## config.mk

```make
export PLATFORM = sky130hd
export DESIGN_NAME = clic_irq_delivery
export DESIGN_NICKNAME = d
export VERILOG_FILES = /design/src/rtl/clic_irq_delivery.sv
export SDC_FILE = /design/constraint.sdc
export NUM_CORES = 1
export LEC_CHECK = 0
export ABC_AREA = 1
export ABC_CLOCK_PERIOD_IN_PS = 2400
export BUFFER_PORTS_ARGS = -buffer_cell sky130_fd_sc_hd__buf_2
export CORE_MARGIN = 1
export CORE_UTILIZATION = 54
export CTS_CLUSTER_DIAMETER = 60
export DETAILED_ROUTE_END_ITERATION = 8
export PLACE_DENSITY = 0.84
export SLEW_MARGIN = 20
export SYNTH_ARGS = -nofsm -noshare
export SYNTH_HDL_FRONTEND = slang
export SYNTH_SLANG_ARGS = --single-unit
export TNS_END_PERCENT = 10
```

## constraint.sdc

```tcl
create_clock -name clk_i -period 2.4 [get_ports clk_i]
set_input_delay 0.24 -clock clk_i [delete_from_list [all_inputs] [get_ports clk_i]]
set_output_delay 0.24 -clock clk_i [all_outputs]
set_load 0.005 [all_outputs]
```

## src/rtl/clic_irq_delivery.sv

```systemverilog
// rtl/clic_irq_delivery.sv - CLIC core-side interrupt delivery stage
//
// Latches the winning arbitration candidate and presents it to the core. The
// payload is held stable until the core accepts it or a kill handshake
// withdraws it. Acceptance produces a one-cycle claim pulse for the gateway.
//
// Ports:
//   clk_i, rst_ni            clock, asynchronous active-low reset
//   cand_*_i                 arbitration winner (valid, id, level, priv, shv)
//   irq_valid_o/irq_ready_i  presentation handshake to the core
//   irq_id_o .. irq_shv_o    presented payload, frozen while irq_valid_o=1
//   irq_kill_req_o           request to withdraw the presented interrupt
//   irq_kill_ack_i           core confirms the withdrawal
//   claim_valid_o            one-cycle pulse on acceptance
//   claim_id_o               id of the last accepted interrupt (held)

module clic_irq_delivery #(
    parameter int N_SOURCE   = 256,
    parameter int SRC_W      = $clog2(N_SOURCE),
    parameter int INTCTLBITS = 8
) (
    input  logic                  clk_i,
    input  logic                  rst_ni,
    input  logic                  cand_valid_i,
    input  logic [SRC_W-1:0]      cand_id_i,
    input  logic [INTCTLBITS-1:0] cand_level_i,
    input  logic [1:0]            cand_priv_i,
    input  logic                  cand_shv_i,
    output logic                  irq_valid_o,
    input  logic                  irq_ready_i,
    output logic [SRC_W-1:0]      irq_id_o,
    output logic [INTCTLBITS-1:0] irq_level_o,
    output logic [1:0]            irq_priv_o,
    output logic                  irq_shv_o,
    output logic                  irq_kill_req_o,
    input  logic                  irq_kill_ack_i,
    output logic                  claim_valid_o,
    output logic [SRC_W-1:0]      claim_id_o
);

    typedef enum logic [1:0] {
        IDLE = 2'd0,
        REQ  = 2'd1,
        KILL = 2'd2
    } state_t;

    state_t state;
    logic   same;

    // The presented payload registers double as the latched copy, so the
    // comparison is always against exactly what the core sees.
    assign same = cand_valid_i
               && (cand_id_i    == irq_id_o)
               && (cand_level_i == irq_level_o)
               && (cand_priv_i  == irq_priv_o)
               && (cand_shv_i   == irq_shv_o);

    always_ff @(posedge clk_i or negedge rst_ni) begin
        if (!rst_ni) begin
            state          <= IDLE;
            irq_valid_o    <= 1'b0;
            irq_id_o       <= '0;
            irq_level_o    <= '0;
            irq_priv_o     <= '0;
            irq_shv_o      <= 1'b0;
            irq_kill_req_o <= 1'b0;
            claim_valid_o  <= 1'b0;
            claim_id_o     <= '0;
        end else begin
            // Claim is a single-cycle pulse; only an acceptance re-arms it,
            // and acceptance always leaves through IDLE, so it can never
            // be high on two consecutive cycles.
            claim_valid_o <= 1'b0;

            case (state)
                IDLE: begin
                    if (cand_valid_i) begin
                        state       <= REQ;
                        irq_valid_o <= 1'b1;
                        irq_id_o    <= cand_id_i;
                        irq_level_o <= cand_level_i;
                        irq_priv_o  <= cand_priv_i;
                        irq_shv_o   <= cand_shv_i;
                    end
                end

                REQ: begin
                    if (irq_ready_i) begin
                        state         <= IDLE;
                        irq_valid_o   <= 1'b0;
                        claim_valid_o <= 1'b1;
                        claim_id_o    <= irq_id_o;
                    end else if (!same) begin
                        // Winner changed or vanished: keep presenting the old
                        // payload and ask the core to let go of it.
                        state          <= KILL;
                        irq_kill_req_o <= 1'b1;
                    end
                end

                KILL: begin
                    // A core that accepts in the same cycle it acks the kill
                    // has already taken the interrupt, so acceptance wins.
                    if (irq_ready_i) begin
                        state          <= IDLE;
                        irq_valid_o    <= 1'b0;
                        irq_kill_req_o <= 1'b0;
                        claim_valid_o  <= 1'b1;
                        claim_id_o     <= irq_id_o;
                    end else if (irq_kill_ack_i) begin
                        state          <= IDLE;
                        irq_valid_o    <= 1'b0;
                        irq_kill_req_o <= 1'b0;
                    end
                end

                default: begin
                    state          <= IDLE;
                    irq_valid_o    <= 1'b0;
                    irq_kill_req_o <= 1'b0;
                end
            endcase
        end
    end

endmodule

```

# Yosys cells after proc, flatten, opt, wreduce, memory -nomap -nowiden
# Index checks and enable logic that the tools add are counted.
# op_classes
muxes,16
eq_ne,12
reduce_logical,11
n_bitwise,1
# op_table
cell,count
$eq 8x8->1,2
$mux 2,5
$mux 1,8
$ne 2x2->1 const B,4
$ne 3x3->1 const B,2
$pmux 1 s3,2
$pmux 2 s3,1
$reduce_and 3->1,2
$logic_and 1x1->1,4
$reduce_and 2->1,2
$reduce_and 4->1,1
$eq 2x1->1 const B,1
$eq 2x2->1,1
$eq 2x2->1 const B,1
$logic_not 2->1,1
$reduce_or 2->1,1
$eq 1x1->1,1
$not 1->1,1
# word_totals
ff_bits,32
output_inout_bits,30
in_bits,24
wordCells,49

# Depth between registers and ports, before layout
# Gate-level depths: netlist of the first run.
# logic_depth
word_depth,8
ltp_mapped,11
ltp_nobuf,11

# Worst setup path before layout of the first run
# OpenSTA, ideal clock, no wires.
# synth_timing
path_type,register to register
from,reg state[0]
to,reg claim_id_o[0]
setup_ns,0.131
slack_ns,1.077
arrival_time_ns,1.192
path_buffers,1
stages_incl_launch_ff,6
required_time_ns,2.269
synth_period_minus_slack_ns,1.323
cell_sequence,dfrtp_1 -> inv_1 -> ha_1 -> nand2_1 -> clkbuf_1 -> o21ai_0
# synth_between
elab_chain_len,3
elab_cells_between_ends,4
classes_between,eq/ne (2); reduce/logical (2)
# synth_rtl
item,line,text
from (decl),47,state_t state;
from (signal assigned),60,state <= IDLE;
from (signal assigned),78,state <= REQ;
from (signal assigned),89,state <= IDLE;
$eq 2x2->1 or $eq 2x1->1 (tied branches),75,case (state)
$reduce_or 2->1 (no source line) *,--,
$reduce_and 2->1 (no source line) *,--,
to (signal assigned),92,claim_id_o <= irq_id_o;
to (signal assigned),109,claim_id_o <= irq_id_o;
to (decl),38,output logic [SRC_W-1:0] claim_id_o
# Every way passes the cells marked *; elsewhere a longest branch is shown, timed or not.
# A chain may end at the register's enable or synchronous reset.

# Worst setup path in the final report of the first run
# layout_timing
from,reg state[0]
to,reg irq_level_o[1]
# layout_between
elab_chain_len,2
# layout_rtl
item,line,text
$logic_not 2->1,75,
$reduce_and 2->1 (no source line),--,
to (signal assigned),81,irq_level_o <= cand_level_i;
to (decl),32,"output logic [INTCTLBITS-1:0] irq_level_o,"
# No other way between the ends.

==> results of run 1 <==
-- power by group --
group	switching [mW]	internal (mW)
registers	0.199	0.789
clock network	0.179	0.139
logic	0.608	0.438
total	0.986	1.37
-- path summary, 6_finish.rpt --
path,start,slack (ns),endpoint,cells past startpoint
setup / recovery,state[0]$_DFFE_PN0P_,0.76,irq_level_o[1]$_DFFE_PN0P_,5
hold / removal,cand_level_i[7],0.18,irq_level_o[7]$_DFFE_PN0P_,3
setup reg to reg,state[0]$_DFFE_PN0P_,0.76,irq_level_o[1]$_DFFE_PN0P_,5
hold reg to reg,claim_id_o[5]$_DFFE_PN0P_,0.49,claim_id_o[5]$_DFFE_PN0P_,2
max in group asynchronous,rst_ni,1.49,irq_id_o[5]$_DFFE_PN0P_,2
min in group asynchronous,rst_ni,0.47,irq_id_o[6]$_DFFE_PN0P_,2
-- state kept, by name, indices dropped and copies added (netlist names) --
name,cells
irq_valid_o,1
irq_level_o,8
claim_id_o,8
irq_shv_o,1
irq_priv_o,2
irq_id_o,8
state,2
claim_valid_o,1
irq_kill_req_o,1
-- area by class of cell --
type	count	area share
flip-flops and latches	32	0.380
repair buffers	55	0.134
clock buffers	6	0.0243
inverters	50	0.0890
multi-input cells	161	0.342
clock inverters	2	0.00475
well taps	44	0.0261
-- worst register-to-register path, cell delays in order (launching register included) --
cell and delay (ns):
dfrtp_1 0.40, inv_1 0.09, ha_1 0.24, nand2_1 0.36, buf_4 0.31, o21ai_0 0.12
-- stage by stage --
stage | cells | hold WS, ns | cell area (sq um) | worst slack, ns | util
6_report | 350 | 0.184 | 2110 | 0.761 | 0.691
5_1_grt | 350 | 0.172 | 2110 | 0.615 | 0.691
4_1_cts | 350 | 0.180 | 2110 | 0.758 | 0.691
3_5_place_dp | 341 | 0.324 | 2040 | 0.778 | 0.667
3_3_place_gp | 341 | 0.319 | 2040 | 0.879 | 0.667
2_1_floorplan | 248 | -0.0556 | 1730 | 1.08 | -
-- cells by family (layout without fill, tap and decap cells) --
logic type	Yosys count	after routing	synth area share
AO/OA/AOI/OAI	33	33	0.0954
flip-flops	32	32	0.463
adder cells (fa/ha/maj)	3	3	0.0217
AND/OR/NAND/NOR	125	125	0.299
buffers and inverters	55	113	0.121
-- placed cells by master (no fill, tap or decap) --
| cell type | netlist | routed |
|---|---|---|
| nand3_1 | 4 | 4 |
| nor2_4 | 1 | 1 |
| nand2_1 | 95 | 95 |
| clkbuf_8 | 0 | 1 |
| inv_1 | 47 | 47 |
| nand3b_1 | 1 | 1 |
| nand3_2 | 2 | 2 |
| buf_4 | 0 | 1 |
| nor2_2 | 4 | 4 |
| buf_2 | 2 | 53 |
| dfrtp_1 | 32 | 32 |
| nor2_1 | 14 | 14 |
| ha_1 | 3 | 3 |
| nand2_2 | 4 | 4 |
| o21ai_0 | 30 | 30 |
| clkinv_2 | 0 | 2 |
| clkbuf_4 | 0 | 5 |
| a21oi_1 | 3 | 3 |
| dlygate4sd3_1 | 0 | 1 |
| inv_2 | 3 | 3 |
-- metal layers --
layer  vias to the layer above  wire [microns]  GRT usage
met4                         0              38     0.0748
met5                         -               0          0
met1                       671            1650      0.298
li1                        847               -          -
met2                        38            1520      0.340
met3                         5             188     0.0747
==> impl_metrics.ini, run 1 <==
[clocking]
clockBufferDepth = 2
clkTransAtPathRegs_ns = 0.10
cts_max_level = 2
cts_sinks = 32
cts_resized = 0
clkLatencyLatePin_ns = 0.33
cts_tree = yes
post_cts_buffers = 0
postCtsHoldBufs = 1
numCtsBuffers = 5
ctsRootBufferMaster = clkbuf_4

[floorplan]
start_util = 0.567
rows = 20
coreArea_sq_mm = 0.00305
die_area_sq_mm = 0.00343
die_y_microns = 58.6
pin_count = 54
die-width_microns = 58.6

[worst_setup_path]
crit_fanout = 22
crit_path_top_delay_cell = dfrtp_1
end_kind = register
critical_path.top_delay_family = flip-flops
cp.arrival_ns = 1.85
cp.required_ns = 2.61
slowest_delay_ns = 0.40
cp.buffers_inverters = 2
critPathKind = reg -> reg
critPathLaunchType = register
crit_chain = inv_1 > ha_1 > nand2_1 > buf_4 > o21ai_0

[synthesis]
synth_flop_cell = dfrtp_1
synth-async-reset-ratio = 1.00
yosysTopAreaCell = dfrtp_1
synth_cell_types = 16
synth_area_leaders = dfrtp_1 46%, nand2_1 21%, inv_1 10%
ys_warn_count = 0
yosysSeqAreaShare = 0.463
syn-cell-area_sq_mm = 0.00173
synth_top_area_frac = 0.463
synthCells = 248
synth_fp_nets = 275
synth-edff-count = 0
synth.top_cells.by_count = 95 x nand2_1, 47 x inv_1, 32 x dfrtp_1, 30 x o21ai_0, 14 x nor2_1
yosys_register_bits = 32
avgSynthCellArea_sq_um = 6.98
synth_most_common_cell = nand2_1

[sta]
finClkSkew_ns = 0.00633
finalSetupTns_ns = 0
period_minus_slack_ns = 1.64
tightest_slew_ns = 0.676
fmax_ghz = 0.610
finalSetupViolations = 0
rsz0062_at_grt = false
period_share = 0.683
slew_headroom = 0.550
final_max_slew_viol_count = 0
report.final.hold_viol_count = 0

[place]
numPortBuffers = 53
hpwl_mm = 2.67
gp_congestion = 0.799

[global_routing]
grt-ovfl-total = 0
antenna_found_initial = 0
grt_usage = 0.222
grt_pass1_vias = 1343
grt_max_degree = 33
grt_pass1_wl_mm = 5.59

[power_and_ir_drop]
peakVddDrop_v = 0.000549
power.leakage_nw = 1.27
finalPower_mw = 2.35
p_per_area_mw_per_mm2 = 1120

[final_layout]
multiInputGateArea_sq_um = 721
fillers = 278
seqCellArea_sq_um = 801
n_antenna_cell = 0
drive_above_1_share = 0.248
syn_to_final_growth_pct = 21.8
nNetsFinal = 332

[run]
cap_violations = 0

[routing]
firstDrtPassIters = 4
drc = 0
avgViaCountPerCell = 4.46
first_iter_violations = 82
drtAntennaViolNets = 0
routedWlPerCell_microns = 9.70
vias = 1561
wl_mm = 3.40

[outcome]
status = completed

[worst_hold_path]
hold_path_class = in -> reg
Note: power is estimated with default switching activity, not from simulation.
==> run 2: changes to the inputs <==
--- a/config.mk
+++ b/config.mk
@@ -6,13 +6,13 @@
 export NUM_CORES = 1
 export LEC_CHECK = 0
 export ABC_AREA = 1
-export ABC_CLOCK_PERIOD_IN_PS = 2400
+export ABC_CLOCK_PERIOD_IN_PS = 1500
 export BUFFER_PORTS_ARGS = -buffer_cell sky130_fd_sc_hd__buf_2
 export CORE_MARGIN = 1
-export CORE_UTILIZATION = 54
+export CORE_UTILIZATION = 46
 export CTS_CLUSTER_DIAMETER = 60
 export DETAILED_ROUTE_END_ITERATION = 8
-export PLACE_DENSITY = 0.84
+export PLACE_DENSITY = 0.76
 export SLEW_MARGIN = 20
 export SYNTH_ARGS = -nofsm -noshare
 export SYNTH_HDL_FRONTEND = slang
==> constraint.sdc (replaced) <==
create_clock -name clk_i -period 1.5 [get_ports clk_i]
set_input_delay 0.15 -clock clk_i [delete_from_list [all_inputs] [get_ports clk_i]]
set_output_delay 0.15 -clock clk_i [all_outputs]
set_load 0.005 [all_outputs]
==> run 2 against run 1 <==
  * Clock-buffer cell count unchanged
  * Global-route usage down 3.2 points
  * Worst hold slack worse by 0.032 ns
  * Die area up 17%
  * Fmax up 24%
  * Core utilization down 6.6 points
  * Worst setup slack worse by 0.59 ns
  * Sequential power up 60%
  * Register-to-register slack worse by 0.59 ns
  * Clock power up 89%
  * Largest power group unchanged
==> impl_metrics.ini, run 2 (synthesis gave the netlist of run 1 again) <==
[outcome]
status = completed

[worst_setup_path]
critical_path.top_delay_family = flip-flops
crit_path_top_delay_cell = dfrtp_1
critPathKind = reg -> reg
crit_start = state[0]$_DFFE_PN0P_
critPathLaunchType = register
slowest_delay_ns = 0.37
timing.rr.start = state[0]$_DFFE_PN0P_
path_common_cell = inv_1
cp.arrival_ns = 1.48
crit_fanout = 3
end_kind = register
cp.required_ns = 1.65
cp.buffers_inverters = 3
crit_chain = inv_1 > ha_1 > inv_1 > o21ai_1 > nor2_1 > inv_1 > nand2_1 > o21ai_0

[final_layout]
largestRegisters = claim_id_o: 8 flops, irq_id_o: 8 flops, irq_level_o: 8 flops
mostFrequentLayoutCells = 95 x nand2_1, 53 x buf_2, 47 x inv_1
syn_to_final_growth_pct = 25.1
layout.cells.most_common = nand2_1
n_antenna_cell = 0
drive_above_1_share = 0.255
seqCellArea_sq_um = 801
nNetsFinal = 337
multiInputGateArea_sq_um = 721
fillers = 333
stdcell_count = 356

[clocking]
clkLatencyLatePin_ns = 0.27
numCtsBuffers = 5
cts_tree = yes
ctsRootBufferMaster = clkbuf_8
cts_max_level = 2
clkTransAtPathRegs_ns = 0.06
cts_sinks = 32
clockBufferDepth = 2

[worst_hold_path]
hold_start = cand_id_i[1]
hold_path_class = in -> reg

[floorplan]
coreArea_sq_mm = 0.00347
die_y_microns = 63.3
rows = 21
pin_count = 54
die-width_microns = 63.3
start_util = 0.499
die_area_sq_mm = 0.00401

[power_and_ir_drop]
p_per_area_mw_per_mm2 = 1800
seqPwrFrac = 0.404
peakVddDrop_v = 0.000875
p_sw_mw = 1.57
power.share.clock = 0.154
pwr-share-comb = 0.442
swShare = 0.402
power.internal_mw = 2.34
power.leakage_nw = 1.30

[sta]
final_max_slew_viol_count = 0
period_minus_slack_ns = 1.33
fmax_ghz = 0.754
finalSetupViolations = 0
finClkSkew_ns = 0.00447
finalSetupTns_ns = 0
slew_headroom = 0.731
report.final.hold_viol_count = 0
tightest_slew_ns = 0.404
rsz0062_at_grt = false
period_share = 0.884

[routing]
wl_mm = 3.37
drtAntennaViolNets = 0
firstDrtPassIters = 4
first_iter_violations = 101
vias = 1589
avgViaCountPerCell = 4.46
drc = 0
routedWlPerCell_microns = 9.46

[global_routing]
grt_usage = 0.190
antenna_found_initial = 0
grt_pass1_wl_mm = 6.05
grt_max_degree = 33
grt_pass1_vias = 1435
grt-ovfl-total = 0

[place]
gp_congestion = 0.823
numPortBuffers = 53
place_inst = 346
hpwl_mm = 2.60

[run]
cap_violations = 0
## run 2: cell count changes in the layout (fill, tap and decap cells not counted)
| cell | before | now |
|---|---|---|
| clkinv_2 | 2 | 1 |
| buf_4 | 1 | 6 |
| o21ai_0 | 30 | 29 |
| clkbuf_8 | 1 | 5 |
| o21ai_1 | 0 | 1 |
| clkbuf_1 | 0 | 1 |
| clkbuf_4 | 5 | 0 |
## run 2: worst min-delay path, delay by kind of cell
| kind | cells | cell delay, ns |
|---|---|---|
| buffers and inverters | 2 | 0.15 |
| AO/OA/AOI/OAI | 1 | 0.07 |
## run 2: power by group through the flow
stage / Sequential (mW) / Combinational [mW] / Clock [mW]
2_1_floorplan: 1.60 / 1.03 / 0
3_3_place_gp: 1.59 / 1.66 / 0
3_5_place_dp: 1.60 / 1.70 / 0
4_1_cts: 1.59 / 1.72 / 0.619
5_1_grt: 1.65 / 2.04 / 0.654
6_report: 1.58 / 1.73 / 0.601
## run 2: through the flow
step | util | total power, mW | area (sq um) | setup WS (ns) | hold slack [ns]
floorplan | - | 2.63 | 1730 | 0.177 | -0.146
global placement | 0.595 | 3.25 | 2060 | 0.205 | 0.195
detailed placement | 0.595 | 3.30 | 2060 | 0.0939 | 0.195
CTS | 0.620 | 3.92 | 2150 | 0.0884 | 0.146
global route | 0.624 | 4.35 | 2160 | 0.00851 | 0.161
finish | 0.624 | 3.91 | 2160 | 0.174 | 0.151
## run 2: cell type report
cell class	instances	share of cell area
sequential	32	0.370
inverter	50	0.0867
tap	46	0.0266
clock buffer	6	0.0335
clock inverter	1	0.00231
timing repair buffer	60	0.148
multi-input combinational	161	0.333
## run 2: worst paths after layout
check / depth (start not counted) / slack (ns) / to
worst max-delay path: 8 / 0.17 / irq_valid_o$_DFFE_PN0P_
worst min-delay path: 3 / 0.15 / irq_id_o[1]$_DFFE_PN0P_
worst max register to register: 8 / 0.17 / irq_valid_o$_DFFE_PN0P_
worst min register to register: 2 / 0.48 / claim_id_o[7]$_DFFE_PN0P_
max in group asynchronous: 3 / 0.77 / irq_kill_req_o$_DFFE_PN0P_
min in group asynchronous: 3 / 0.42 / irq_id_o[1]$_DFFE_PN0P_
## run 2: metal layers
| metal | share of wire | global-route usage | vias to the layer above |
|---|---|---|---|
| met5 | 0 | 0 | - |
| met4 | 0.0039 | 0.0341 | 0 |
| met3 | 0.044 | 0.0507 | 2 |
| met2 | 0.47 | 0.306 | 31 |
| met1 | 0.49 | 0.257 | 699 |
| li1 | - | - | 857 |
## run 2: timing repair
action / in CTS / in global routing
endpoints found under the setup margin: 0 / 3
resized for setup: 0 / 1
hold endpoints to repair: 32 / 0
hold buffers: 1 / 0
buffers inserted: 0 / 2
